--- config.mk ---
export PLATFORM = sky130hd
export DESIGN_NAME = irq_sequencer
export DESIGN_NICKNAME = d
export VERILOG_FILES = /design/src/rtl/irq_sequencer.sv
export SDC_FILE = /design/constraint.sdc
export NUM_CORES = 1
export LEC_CHECK = 0
export ABC_AREA = 1
export ABC_CLOCK_PERIOD_IN_PS = 3500
export BUFFER_PORTS_ARGS = -buffer_cell sky130_fd_sc_hd__buf_2
export CAP_MARGIN = 5
export CORE_MARGIN = 2
export CORE_UTILIZATION = 30
export DETAILED_ROUTE_END_ITERATION = 8
export GPL_TIMING_DRIVEN = 0
export PLACE_DENSITY_LB_ADDON = 0.2
export SETUP_SLACK_MARGIN = 0.1
export SYNTH_ARGS = -nofsm -noshare
export SYNTH_HDL_FRONTEND = slang
export SYNTH_SLANG_ARGS = --single-unit
export TNS_END_PERCENT = 100
--- constraint.sdc ---
create_clock -name clk -period 3.5 [get_ports clk]
set_input_delay 0.7 -clock clk [delete_from_list [all_inputs] [get_ports clk]]
set_output_delay 0.7 -clock clk [all_outputs]
set_load 0.01 [all_outputs]
--- src/rtl/irq_sequencer.sv ---
// Fixed-priority interrupt sequencer feeding CP0 HWInt, Bridge-attached.
// Optional miss counters at offset 4 under IRQ_SEQUENCER_MISS_EN.
module irq_sequencer #(
  parameter int NSRC = 6,
  parameter int IDXW = 3
) (
  input  logic            clk,
  input  logic            reset,
  input  logic [NSRC-1:0] irq_src,
  input  logic [2:0]      Addr,
  input  logic            WE,
  input  logic [31:0]     Din,
  output logic [31:0]     Dout,
  input  logic            int_ack,
  output logic [NSRC-1:0] HWInt,
  output logic            busy
);

  typedef enum logic [1:0] {
    IDLE,
    ASSERT,
    INSERVICE
  } state_t;

  state_t          state, state_nxt;
  logic [NSRC-1:0] mask, mode, epend, src_q;
  logic [NSRC-1:0] edge_det, pend, cand, svc_oh, clr;
  logic [IDXW-1:0] svc_idx, idx_nxt, win;
  logic [31:0]     miss_word;
  logic            wr_mask, wr_mode, wr_pend, eoi, eoi_clr;

  assign wr_mask  = WE && (Addr == 3'd0);
  assign wr_mode  = WE && (Addr == 3'd1);
  assign wr_pend  = WE && (Addr == 3'd2);
  assign eoi      = WE && (Addr == 3'd3);

  assign edge_det = irq_src & ~src_q;
  assign pend     = (epend & mode) | (src_q & ~mode);
  assign cand     = pend & mask;
  assign svc_oh   = NSRC'(1) << svc_idx;
  assign eoi_clr  = eoi && (state == INSERVICE);

  assign clr = (wr_pend ? Din[NSRC-1:0] : '0)
             | (eoi_clr ? svc_oh : '0);

  always_comb begin
    win = '0;
    for (int i = NSRC - 1; i >= 0; i--)
      if (cand[i]) win = IDXW'(i);
  end

  always_comb begin
    state_nxt = state;
    idx_nxt   = svc_idx;
    unique case (state)
      IDLE: begin
        if (|cand) begin
          idx_nxt   = win;
          state_nxt = ASSERT;
        end
      end
      ASSERT: begin
        // ack beats cancel when both happen in one cycle
        if (int_ack)             state_nxt = INSERVICE;
        else if (!cand[svc_idx]) state_nxt = IDLE;
      end
      INSERVICE: begin
        if (eoi) state_nxt = IDLE;
      end
      default: state_nxt = IDLE;
    endcase
  end

  always_ff @(posedge clk) begin
    if (reset) begin
      state   <= IDLE;
      svc_idx <= '0;
      mask    <= '0;
      mode    <= '0;
      epend   <= '0;
      src_q   <= '0;
    end else begin
      state   <= state_nxt;
      svc_idx <= idx_nxt;
      src_q   <= irq_src;
      // set wins over a same-cycle clear
      epend   <= (epend & ~clr) | (edge_det & mode);
      if (wr_mask) mask <= Din[NSRC-1:0];
      if (wr_mode) mode <= Din[NSRC-1:0];
    end
  end

`ifdef IRQ_SEQUENCER_MISS_EN
  logic [3:0] miss_cnt [NSRC];
  logic       wr_miss;

  assign wr_miss = WE && (Addr == 3'd4);

  always_ff @(posedge clk) begin
    for (int i = 0; i < NSRC; i++) begin
      if (reset || wr_miss)
        miss_cnt[i] <= '0;
      else if (edge_det[i] && pend[i] && miss_cnt[i] != 4'hF)
        miss_cnt[i] <= miss_cnt[i] + 4'd1;
    end
  end

  always_comb begin
    miss_word = '0;
    for (int i = 0; i < NSRC; i++)
      miss_word[4*i +: 4] = miss_cnt[i];
  end
`else
  assign miss_word = '0;
`endif

  assign busy  = (state != IDLE);
  assign HWInt = (state == ASSERT) ? svc_oh : '0;

  always_comb begin
    Dout = '0;
    case (Addr)
      3'd0:    Dout = 32'(mask);
      3'd1:    Dout = 32'(mode);
      3'd2:    Dout = 32'(pend);
      3'd3:    Dout = {busy, {(31-IDXW){1'b0}}, svc_idx};
      3'd4:    Dout = miss_word;
      default: Dout = '0;
    endcase
  end

endmodule

* Word-level counts from Yosys, hierarchy flattened
Index checks and enable logic that the tools add are counted. W data, S select, Z words.
Word-level totals: flip-flop bits (word level) 29, bits of input ports 45, output and inout port bits 39, word-level logic and storage cells 56
Cells by class: magnitude comparators 1, equal/unequal tests 8, shift-type cells 1, multiplexer cells 17, bitwise operators 12, reduce and logical (&&, ||, !) cells 11
Operators with widths (count):
- $pmux W32 S4 | 1
- $and A6 B6 Y6 | 6
- $mux W3 | 6
- $mux W6 | 3
- $not A6 Y6 | 3
- $or A6 B6 Y6 | 3
- $mux W2 | 4
- $eq A3 B2 Y1 const B | 2
- $pmux W2 S3 | 1
- $reduce_or A6 Y1 | 1
- $shl A1 B3 Y6 const A | 1
- $logic_and A1 B1 Y1 | 5
- $lt A3 B4 Y1 const B | 1
- $ne A2 B2 Y1 const B | 2
- $bmux W1 S3 | 1
- $eq A3 B1 Y1 const B | 1
- $logic_not A3 Y1 | 1
- $ne A3 B3 Y1 const B | 1
- $reduce_and A3 Y1 | 1
- $eq A2 B1 Y1 const B | 1
- $eq A2 B2 Y1 const B | 1
- $logic_not A2 Y1 | 1
- $reduce_and A2 Y1 | 1
- $reduce_bool A2 Y1 | 1
- $mux W1 | 1

* Logic depth before layout (Yosys ltp)
word-level depth 10, gate-level depth with buffers 11, mapped depth without buffers 11

* Worst setup path before layout
No wires, ideal clock.
kind input port to output port, from input port Addr[0], to output port Dout[0], arrival 1.257 ns, required time 2.800 ns, path slack 1.543 ns, stages 5, buffers on the path 0, cells stage by stage nor2_1 nand2_1 inv_1 nand2_1 o2111ai_1
On the way: longest elaborated chain between the ends 2, elaborated cells on any way between the ends 5, classes of those cells eq/ne: 3; mux: 1; reduce/logical: 1
RTL lines:
- from (decl) | RTL line 10 | input logic [2:0] Addr,
- $eq A3 B2 Y1 (tied with other cells) | RTL line 122 | case (Addr)
- $pmux W32 S4 (*) | RTL line 122
- to (decl) | RTL line 13 | output logic [31:0] Dout,
Mark *: on every way between the ends. The rest lies on a longest branch, timed or not.

* Final worst setup path
from input port Addr[0], to output port Dout[1]
Same word-level chain as after synthesis.

==> metrics.txt <==
crit path time final=2.393 ns; routed wire length=4690 µm; WHS Path Cells=2; commonest non-fill, non-tap cells in the layout=nand2_1, inv_1, nand3_1, buf_2, dfxtp_1; setup TNS=0 ns; PortBufs=31; CTS max path bufs=2; # H-tree levels=2; Starting Density=0.3144; Hold Buf Count CTS=0; met3 usage=0.04607; CP Class=in2out; M2 GR Usage=0.2383; WP data required=2.80 ns; Hold Path Origin=epend[0]$_SDFF_PP0_; delay-heaviest family, CP=buffers and inverters; hold_ws=0.4780 ns; # rows=27; Top Usage Layer GRT=met2; Placed Cells=393; clock skew=0.005668 ns; All-Layer GR Usage=0.1523; setup violators final=0; multi-input combinational cell area=854.6 µm²; Reg2Reg Launch Point=state[1]$_SDFFE_PP0P_; MaxCap Viol Count=0; Slew HR=0.6325; first-pass GRT wire length=7410 µm; status=finished clean; worst ir drop on vdd=0.2367 mV; Layout Cells excl Fill=401; Inserted Clock Buffers=5; Post-Synthesis Cells=266; CTS resizes=0; DRT Pass-1 Iters=4; crit start category=input pin; fmax=417.9 MHz; DIE AREA=6431 µm²; Worst Setup End Kind=output pin; Final Core Density=0.3959; largest net degree at the start of global routing=11; Worst Path Max Fanout=7; pin slew with the least headroom to its limit=0.5512 ns; Combinational Power Share=0.138; CTS tree=built; Syn-to-layout area delta=25.93%; CTS root buffer=clkbuf_8; I/O pin count=84; Final Hold Vio Count=0; grt total ovfl=0; Ant. Diodes=0; Sw Ratio=0.2447; placer congestion estimate=0.9240; DR WL/cell=11.70 µm; CP bufs+invs=3; switching power=199.9 µW; Skew-Pair Late Insertion Delay=0.28 ns; Worst Hold Path EP=epend[0]$_SDFF_PP0_; cell internal pwr=617.1 µW; number of post-CTS setup repair buffers=0; Reg area=580.6 µm²; Final Net Count=373; Die Width=80.20 µm; met1 global-route usage=0.1949; Synth warnings=0; vias per cell=4.476; Synth Register Bits=29; number of nets still failing antenna checks after routing=0; Worst Path Arrival=1.69 ns; Vias=1795; Pleak=0.001070 µW; Clk network pwr share=0.437; Slowest cell on crit path=inv_1; RSZ-0062 raised after global routing=no; Die Y=80.20 µm; Syn Area/Cell=6.548 µm²; sequential element share of the synthesized area=0.3333; core area=5540 µm²; Final Cycle Share=0.6837; Netlist cell types=21; Fillers=617; hpwl dp=3593 µm; worst reg2reg path depth=5; layout cells sized above 1=0.2158; initial antenna violation count=0; power density cells=372.5 nW/µm²; vias in the first global route=1593; Hold Crit Class=reg2reg; CP cell instances=buf_2, nor2_1, nand2_1, inv_1, nand2_1, o2111ai_1, buf_2; mapped cell area=1742 µm²; most common cell after layout, fill and taps aside=nand2_1; end of the worst register-to-register path=epend[5]$_SDFF_PP0_; part of the power in registers=0.425; largest stage delay on the critical path=0.21 ns; Initial DRC Count=53; DRC errors left=0; final number of max-transition violations=0; Clock Sinks=29; clock slew seen by the registers of the worst setup and hold paths=0.06 ns; R2R setup slack=2.12 ns
==> worst max-delay path by stage <==
stage               to     from  cells past startpoint  slack, ns
6_report       Dout[1]  Addr[0]                      7       1.11
5_1_grt        Dout[2]  Addr[0]                      7       1.02
4_1_cts        Dout[1]  Addr[0]                      7       1.10
3_5_place_dp   Dout[1]  Addr[0]                      7       1.10
3_3_place_gp   Dout[2]  Addr[0]                      7       1.10
2_1_floorplan  Dout[0]  Addr[0]                      5       1.54
==> stage by stage <==
step	total power [µW]	setup WS (ns)	cell area [µm²]
finish	817.0	1.107	2193
global route	853.6	1.022	2193
CTS	826.4	1.102	2193
floorplan	433.3	1.543	1832
global placement	465.9	1.098	2077
detailed placement	466.7	1.104	2077
==> registers in the layout (all words and copies together) (netlist names) <==
signal   count
src_q        6
state        2
svc_idx      3
epend        6
mask         6
mode         6
==> layout make-up <==
class                           instances  area share
Tap cell                               72     0.04107
Buffer                                 32      0.1038
Clock inverter                          1     0.01369
Timing Repair Buffer                   31     0.07074
Sequential cell                        29      0.2647
Clock buffer                            7     0.03936
Multi-Input combinational cell        184      0.3896
Inverter                               45     0.07701
==> power by group through the flow <==
stage / Combinational (µW) / Sequential (µW) / Clock, µW
6_report: 113 / 347 / 357
5_1_grt: 128 / 348 / 378
4_1_cts: 113 / 347 / 367
3_5_place_dp: 112 / 354 / 0
3_3_place_gp: 112 / 354 / 0
2_1_floorplan: 80.4 / 353 / 0
==> worst reg2reg max path, delay by kind of cell, from the launching register on <==
kind | cells | cell delay [ns]
buf+inv | 1 | 0.09
flops | 1 | 0.32
compound gates | 1 | 0.06
simple gates | 3 | 0.77
==> synth_stat cells <==
cell type  count  area (µm²)
nand2_1       56       210.2
inv_1         43       161.4
nand3_1       34       170.2
dfxtp_1       29       580.6
buf_4         26       195.2
a21oi_1       21       105.1
nor2_1        15       56.30
o21ai_0       12       60.06
nand4_1        6       37.54
nor4_1         4       25.02
clkbuf_1       3       11.26
o2111ai_1      3       26.28
o221ai_1       3       26.28
buf_2          2       10.01
nor2_2         2       12.51
nor3_1         2       10.01
buf_6          1       11.26
clkinv_1       1       3.750
conb_1         1       3.750
inv_2          1       3.750
nor4_4         1       21.27
==> routing by layer <==
metal	wire length (µm)	part of all wire
met1	2201	0.47
met4	68	0.014
met2	2121	0.45
met3	298	0.064
met5	0	0
==> cells by family (layout without fill, tap and decap cells) <==
kind of cell | count (synthesis) | count (layout) | share of synthesized area
AOI/OAI and AO/OA | 39 | 39 | 0.1250
buffers and inverters | 77 | 116 | 0.2277
DFF | 29 | 29 | 0.3333
other | 1 | 25 | 0.002153
and+or+nand+nor | 120 | 120 | 0.3118
Power figures use the tool's default switching activity.
